===== config.mk =====
export PLATFORM = sky130hd
export DESIGN_NAME = mem_port_arbiter
export DESIGN_NICKNAME = d
export VERILOG_FILES = /design/src/rtl/mem_port_arbiter.sv
export SDC_FILE = /design/constraint.sdc
export NUM_CORES = 1
export LEC_CHECK = 0
export ABC_AREA = 1
export ABC_CLOCK_PERIOD_IN_PS = 5200
export BUFFER_PORTS_ARGS = -buffer_cell sky130_fd_sc_hd__buf_2
export CAP_MARGIN = 20
export CORE_ASPECT_RATIO = 0.9
export CORE_MARGIN = 2
export CORE_UTILIZATION = 33
export CTS_CLUSTER_SIZE = 40
export DETAILED_ROUTE_END_ITERATION = 6
export GPL_TIMING_DRIVEN = 0
export HOLD_SLACK_MARGIN = 0.1
export PLACE_DENSITY = 0.69
export SLEW_MARGIN = 40
export SYNTH_ARGS = -nofsm -noshare
export SYNTH_HDL_FRONTEND = slang
export SYNTH_SLANG_ARGS = --single-unit

===== constraint.sdc =====
create_clock -name clk -period 5.2 [get_ports clk]
set_clock_uncertainty 0.05 [all_clocks]
set_input_delay 1.04 -clock clk [delete_from_list [all_inputs] [get_ports clk]]
set_output_delay 1.04 -clock clk [all_outputs]
set_load 0.02 [all_outputs]

===== src/rtl/mem_port_arbiter.sv =====
`default_nettype none
// ============================================================================
//  Module   : mem_port_arbiter
//  Purpose  : Shares one single-ported synchronous SRAM between the
//             instruction-fetch requester (IF) and the data requester (MEM).
//             At most one access is granted per cycle. MEM has priority, but
//             a starvation counter forces an IF grant after STARVE_MAX
//             consecutive denied fetch cycles. Read data returns one cycle
//             after the grant and is routed to the requester that owns it.
//             A pipeline cancel discards the fetch response in flight.
//  Ports    : clk, reset            - clock, async active-high reset
//             if_req/if_addr        - fetch request (read only)
//             if_gnt                - fetch accepted this cycle
//             if_rvalid/if_rdata    - fetch response (rdata held between)
//             cancel                - kills any in-flight fetch response
//             mem_req/mem_wen/mem_addr/mem_wdata - data request
//             mem_gnt               - data accepted this cycle
//             mem_rvalid/mem_rdata  - load response (rdata held between)
//             sram_en/sram_wen/sram_addr/sram_wdata/sram_rdata - SRAM port
//  Revision : 1.0 - initial release
// ============================================================================
module mem_port_arbiter #(
    parameter int STARVE_MAX = 3   // legal range 1..7 (3-bit counter)
) (
    input  logic        clk,
    input  logic        reset,

    input  logic        if_req,
    input  logic [31:0] if_addr,
    output logic        if_gnt,
    output logic        if_rvalid,
    output logic [31:0] if_rdata,
    input  logic        cancel,

    input  logic        mem_req,
    input  logic [3:0]  mem_wen,
    input  logic [31:0] mem_addr,
    input  logic [31:0] mem_wdata,
    output logic        mem_gnt,
    output logic        mem_rvalid,
    output logic [31:0] mem_rdata,

    output logic        sram_en,
    output logic [3:0]  sram_wen,
    output logic [31:0] sram_addr,
    output logic [31:0] sram_wdata,
    input  logic [31:0] sram_rdata
);

    localparam logic [2:0] C_STARVE_MAX = 3'(STARVE_MAX);

    // ------------------------------------------------------------------
    // State
    // ------------------------------------------------------------------
    logic [2:0]  starve_cnt_q, starve_cnt_d;
    logic        if_pend_q,    if_pend_d;
    logic        mem_pend_q,   mem_pend_d;
    logic [31:0] if_hold_q,    if_hold_d;
    logic [31:0] mem_hold_q,   mem_hold_d;

    logic        force_if;

    // ------------------------------------------------------------------
    // Grant arbitration (zero-latency, purely combinational)
    // ------------------------------------------------------------------
    always_comb begin
        force_if = if_req && (starve_cnt_q == C_STARVE_MAX);
        mem_gnt  = mem_req && !force_if;
        // IF only wins when MEM did not take the port, so the two grants
        // are mutually exclusive by construction.
        if_gnt   = if_req && !mem_gnt;
    end

    // ------------------------------------------------------------------
    // SRAM request mux; idle cycles drive every field to zero
    // ------------------------------------------------------------------
    always_comb begin
        sram_en    = if_gnt | mem_gnt;
        sram_wen   = 4'b0000;
        sram_addr  = 32'h0;
        sram_wdata = 32'h0;
        if (mem_gnt) begin
            sram_wen   = mem_wen;
            sram_addr  = mem_addr;
            sram_wdata = mem_wdata;
        end else if (if_gnt) begin
            sram_addr  = if_addr;
        end
    end

    // ------------------------------------------------------------------
    // Starvation counter: counts consecutive cycles IF waited, resets as
    // soon as IF is served or stops asking.
    // ------------------------------------------------------------------
    always_comb begin
        starve_cnt_d = starve_cnt_q;
        if (!if_req || if_gnt) begin
            starve_cnt_d = 3'd0;
        end else if (starve_cnt_q != C_STARVE_MAX) begin
            starve_cnt_d = starve_cnt_q + 3'd1;
        end
    end

    // ------------------------------------------------------------------
    // In-flight tracking and response routing
    // ------------------------------------------------------------------
    always_comb begin
        // A cancel in the grant cycle still lets the SRAM read proceed but
        // drops the response before it is ever marked pending.
        if_pend_d  = if_gnt && !cancel;
        // Writes complete at grant; only reads await data.
        mem_pend_d = mem_gnt && (mem_wen == 4'b0000);

        // A cancel in the response cycle suppresses the stale fetch data.
        if_rvalid  = if_pend_q && !cancel;
        mem_rvalid = mem_pend_q;

        if_rdata   = if_rvalid  ? sram_rdata : if_hold_q;
        mem_rdata  = mem_rvalid ? sram_rdata : mem_hold_q;

        // Holding registers keep each requester's last data stable until
        // its next response, independent of what the SRAM bus carries.
        if_hold_d  = if_rvalid  ? sram_rdata : if_hold_q;
        mem_hold_d = mem_rvalid ? sram_rdata : mem_hold_q;
    end

    // ------------------------------------------------------------------
    // Registers (asynchronous reset)
    // ------------------------------------------------------------------
    always_ff @(posedge clk or posedge reset) begin
        if (reset) begin
            starve_cnt_q <= 3'd0;
            if_pend_q    <= 1'b0;
            mem_pend_q   <= 1'b0;
            if_hold_q    <= 32'h0;
            mem_hold_q   <= 32'h0;
        end else begin
            starve_cnt_q <= starve_cnt_d;
            if_pend_q    <= if_pend_d;
            mem_pend_q   <= mem_pend_d;
            if_hold_q    <= if_hold_d;
            mem_hold_q   <= mem_hold_d;
        end
    end

endmodule
`default_nettype wire


* After elaboration in Yosys (flattened, before gate mapping)
Cells that the tools add are included.
** Operators by class
- Div/mod/pow operators :: 0
- Magnitude comparators :: 0
- Reductions and logical operators :: 13
- Add/sub/neg operators :: 1
- Bitwise operators :: 1
- Eq/ne operators :: 2
- Shift-type cells :: 0
- Multiply operators :: 0
- Multiplexer cells :: 8
** Operators by type and width (number)
- 32-bit two-way mux :: 5
- 1-bit logical AND :: 6
- 3-bit two-way mux :: 2
- 1-bit logical NOT :: 4
- 4-bit logical NOT :: 1
- 4-bit two-way mux :: 1
- 3-bit by 1-bit adder with 3-bit output (second input constant) :: 1
- 3-bit by 2-bit == test with 1-bit output (second input constant) :: 1
- 3-bit by 2-bit != test with 1-bit output (second input constant) :: 1
- 2-bit nonzero test :: 1
- 1-bit logical OR :: 1
- 1-bit bitwise OR :: 1
** Storage, ports and cells
- RAM bits :: 0
- Bits in latches :: 0
- Register bits after elaboration :: 69
- Memory bits (read-only) :: 0
- Memories kept :: 0
- Output and inout port bits :: 137

* Longest topological paths before layout
- Word-level depth :: 8
- Depth in mapped cells :: 8
- Gate-level depth less buffers :: 6

* Least setup slack after synthesis
Ideal clock, no wire load.
- Kind :: in2out
- Start point :: input port cancel
- End point :: output port if_rdata[22]
- Path slack :: 2.220 ns
- Data arrival time :: 1.890 ns
- Path buffers :: 1
- Stages on the path :: 4
- Path through :: inv_1 -> nand2_2 -> clkbuf_1 -> o21ai_0
** On the way
- Longest elaborated chain between the ends :: 3
** Ends and longest elaborated chain
- from (decl) :: RTL line 33 : input logic cancel,
- 1-bit logical NOT :: RTL line 115 : if_rvalid = if_pend_q && !cancel;
- 1-bit logical AND :: RTL line 115
- 32-bit two-way mux
- to (decl) :: RTL line 32 : output logic [31:0] if_rdata,
No other way between the ends.

* Worst setup path after layout
- Start point :: input port cancel
- End point :: output port if_rdata[13]
The elaborated chain is that of the path after synthesis.

==> run_results.csv <==
group,metric,value,unit
status,status,"finished, final reports clean",
clocking,cts-buffers-inserted,9,
sta,max_clock_freq,0.308,GHz
route,drt-total-wl,11300,um
synthesis,ys_top_cells_by_area,"dfrtp_1, nand3_1, inv_1",
sta,setup_viol,0,
grt,grt_first_pass_wirelength,17900,um
synthesis,synth_top_cell_by_area,"dfrtp_1",
layout,area_growth,54.8,%
route,wl_met2,5710,um
route,m1WireLength,4690,um
power,ir_worst_vdd,0.000299,V
worst_setup_path,worstSetupEndpoint,"if_rdata[13]",
worst_setup_path,reg2reg_slack,3740,ps
grt,grt-ovfl-total,0,
clocking,cts_tree,"built",
power,p_total,1.93,mW
layout,fin_area,5330,sq um
layout,antennaDiodeCount,0,
clocking,cts.sinks,69,
placement,io_buffers,271,
route,top_layer_used,"met4",
floorplanning,dieArea,11300,sq um
layout,drive_gt1_frac,0.432,
worst_setup_path,critPathArrivalTime,2160,ps
sta,fin_crit,3250,ps
route,drt_iter0_drc,148,
worst_setup_path,cp-end-kind,"output pin",
floorplanning,initial_core_util,0.338,
synthesis,synth_enable_flop_cells,0,
grt,grt_pass1_vias,3777,
clocking,cts-root-buf,"clkbuf_16",
route,ant_nets,0,
worst_setup_path,cp_top_family,"buffers and inverters",
worst_setup_path,r2r_end,"mem_rvalid",
worst_setup_path,cp.depth,6,
worst_setup_path,cp_max_fo,10,
clocking,h-tree-depth,3,
sta,finalWorstSetupSlack,1950,ps
synthesis,synth-seq-area-share,0.501,
floorplanning,fp.dieW,112,um
synthesis,synth.net_count,591,
route,vias,3916,
sta,worst_slew_pin_slew,472,ps
worst_setup_path,cpMostUsedCell,"buf_2",
floorplanning,ioPinCount,274,
synthesis,ys.flop_type,"dfrtp_1",
worst_setup_path,reg2reg_depth,7,
sta,worst_hold_slack,401,ps
sta,finalHoldViolCount,0,
sta,tns,0,ps
clocking,worstSkewPairLatency,320,ps
placement,hpwl,9230,um
clocking,clk_pin_slew,60,ps
hold_path,hp-class,"reg -> reg",
floorplanning,dieHeight,101,um
layout,nets,874,
synthesis,ys_types,15,
synthesis,synthCells,452,
worst_setup_path,required,4110,ps
synthesis,ys_ff_latch,69,
synthesis,async_flop_share,1.00,
power,combPwrFrac,0.300,
power,clockPowerShare,0.356,
synthesis,synth_common_cells,"inv_1, nor2_1, dfrtp_1, nand2_1, nand3_1",
route,drt_first_pass_iters,6,
power,powerDensity,362,nW/um^2
power,switchingPower,0.630,mW
worst_setup_path,timing.rr.start,"starve_cnt_q[0]",
worst_setup_path,startpoint,"cancel",
grt,globalRouteTotalUtil,0.196,
worst_setup_path,slowest_stage,"o21ai_0",
placement,place.gp.congestion,0.851,
placement,place_ws,1930,ps
sta,final_max_slew_viol_count,0,
synthesis,syn_avg_cell_area,7.62,sq um
clocking,postCtsResizedCells,0,
power,swShare,0.327,
synthesis,yosys.area.top_type_share,0.501,
placement,placed_cell_area,5000,sq um
synthesis,yosysMostFrequentCell,"inv_1",
worst_setup_path,worstSetupPathType,"in -> out",
grt,grt_max_degree,50,
layout,regArea,1730,sq um
route,routedWlPerCell,13.0,um
clocking,cts_hold_buf,0,
grt,antenna_found_initial,0,
job,cap_violations,0,
sta,rsz0062_at_grt,"no",
floorplanning,core,10200,sq um
power,p_int,1.30,mW
route,drc_errors,0,
route,vias_per_cell,4.51,
worst_setup_path,crit_buf_inv,4,
clocking,clk_path_buf_depth,2,
worst_setup_path,crit_chain,"buf_2 > inv_1 > nand2_2 > clkbuf_1 > o21ai_0 > buf_2",
worst_setup_path,slowest_delay,340,ps
power,leakagePower,3.27,nW
floorplanning,rows,35,
power,power_frac_seq,0.344,
clocking,cts_setup_buffers,0,
worst_setup_path,cp-start-kind,"input pin",
synthesis,syn_area,3450,sq um
sta,max_slew_margin,0.686,
layout,nFillCells,979,
layout,multi_input_comb_area,1240,sq um
sta,finalCritPeriodShare,0.624,
synthesis,yosysWarnings,0,
route,wl_met3,694,um
==> through the flow <==
stage          instances   util
2_1_floorplan        452      -
3_5_place_dp         853  0.490
4_1_cts              868  0.523
3_3_place_gp         852  0.486
6_report             868  0.523
5_1_grt              868  0.523
==> logic make-up after synthesis <==
kind of cell / synth area share
DFF: 0.501
adders and majority gates: 0.00726
AOI/OAI and AO/OA: 0.0915
and+or+nand+nor: 0.260
buffers and inverters: 0.140
==> flip-flops by register name (all words and copies together) (netlist names) <==
signal        cells
mem_hold_q       32
if_pend_q         1
mem_rvalid        1
if_hold_q        32
starve_cnt_q      3
==> cell type report <==
| type | count | area share |
|---|---|---|
| multi-input combinational | 275 | 0.232 |
| timing repair buffer | 272 | 0.260 |
| clock buffer | 9 | 0.0422 |
| sequential | 69 | 0.324 |
| clock inverter | 6 | 0.0209 |
| inverter | 76 | 0.0544 |
| tap | 129 | 0.0303 |
| buffer | 32 | 0.0371 |
==> routing by layer <==
metal | vias to the layer above | global-route usage
met5 | - | 0
met4 | 0 | 0.0560
met3 | 19 | 0.0499
met2 | 160 | 0.351
met1 | 1774 | 0.236
li1 | 1963 | -
==> power by group through the flow <==
stage / Clock [mW] / Combinational (mW) / Sequential, mW
after detailed placement: 0 / 0.582 / 0.672
after global routing: 0.725 / 0.635 / 0.672
final: 0.686 / 0.579 / 0.662
after CTS: 0.702 / 0.585 / 0.663
after floorplan: 0 / 0.352 / 0.665
after global placement: 0 / 0.569 / 0.668
==> cell usage in the layout (no fill, tap or decap), types with 2 or more instances in the layout <==
master / instances
inv_6: 2
a21oi_1: 31
nand2_4: 2
buf_2: 291
clkbuf_16: 9
o21ai_0: 32
nor2_1: 70
bufinv_16: 3
dfrtp_1: 69
nor3_1: 2
buf_6: 7
inv_1: 75
clkbuf_1: 5
nand2_1: 69
nand3_1: 65
ha_1: 2
==> how the worst min path moves through the flow <==
stage	start	end	slack [ps]	cells past startpoint
after floorplan	starve_cnt_q[0]	starve_cnt_q[0]	360	1
after global placement	starve_cnt_q[0]	starve_cnt_q[0]	380	1
after detailed placement	starve_cnt_q[0]	starve_cnt_q[0]	390	1
after CTS	starve_cnt_q[0]	starve_cnt_q[0]	400	1
after global routing	starve_cnt_q[0]	starve_cnt_q[0]	430	1
final	starve_cnt_q[0]	starve_cnt_q[0]	400	1
Note: power is estimated with default switching activity, not from simulation.
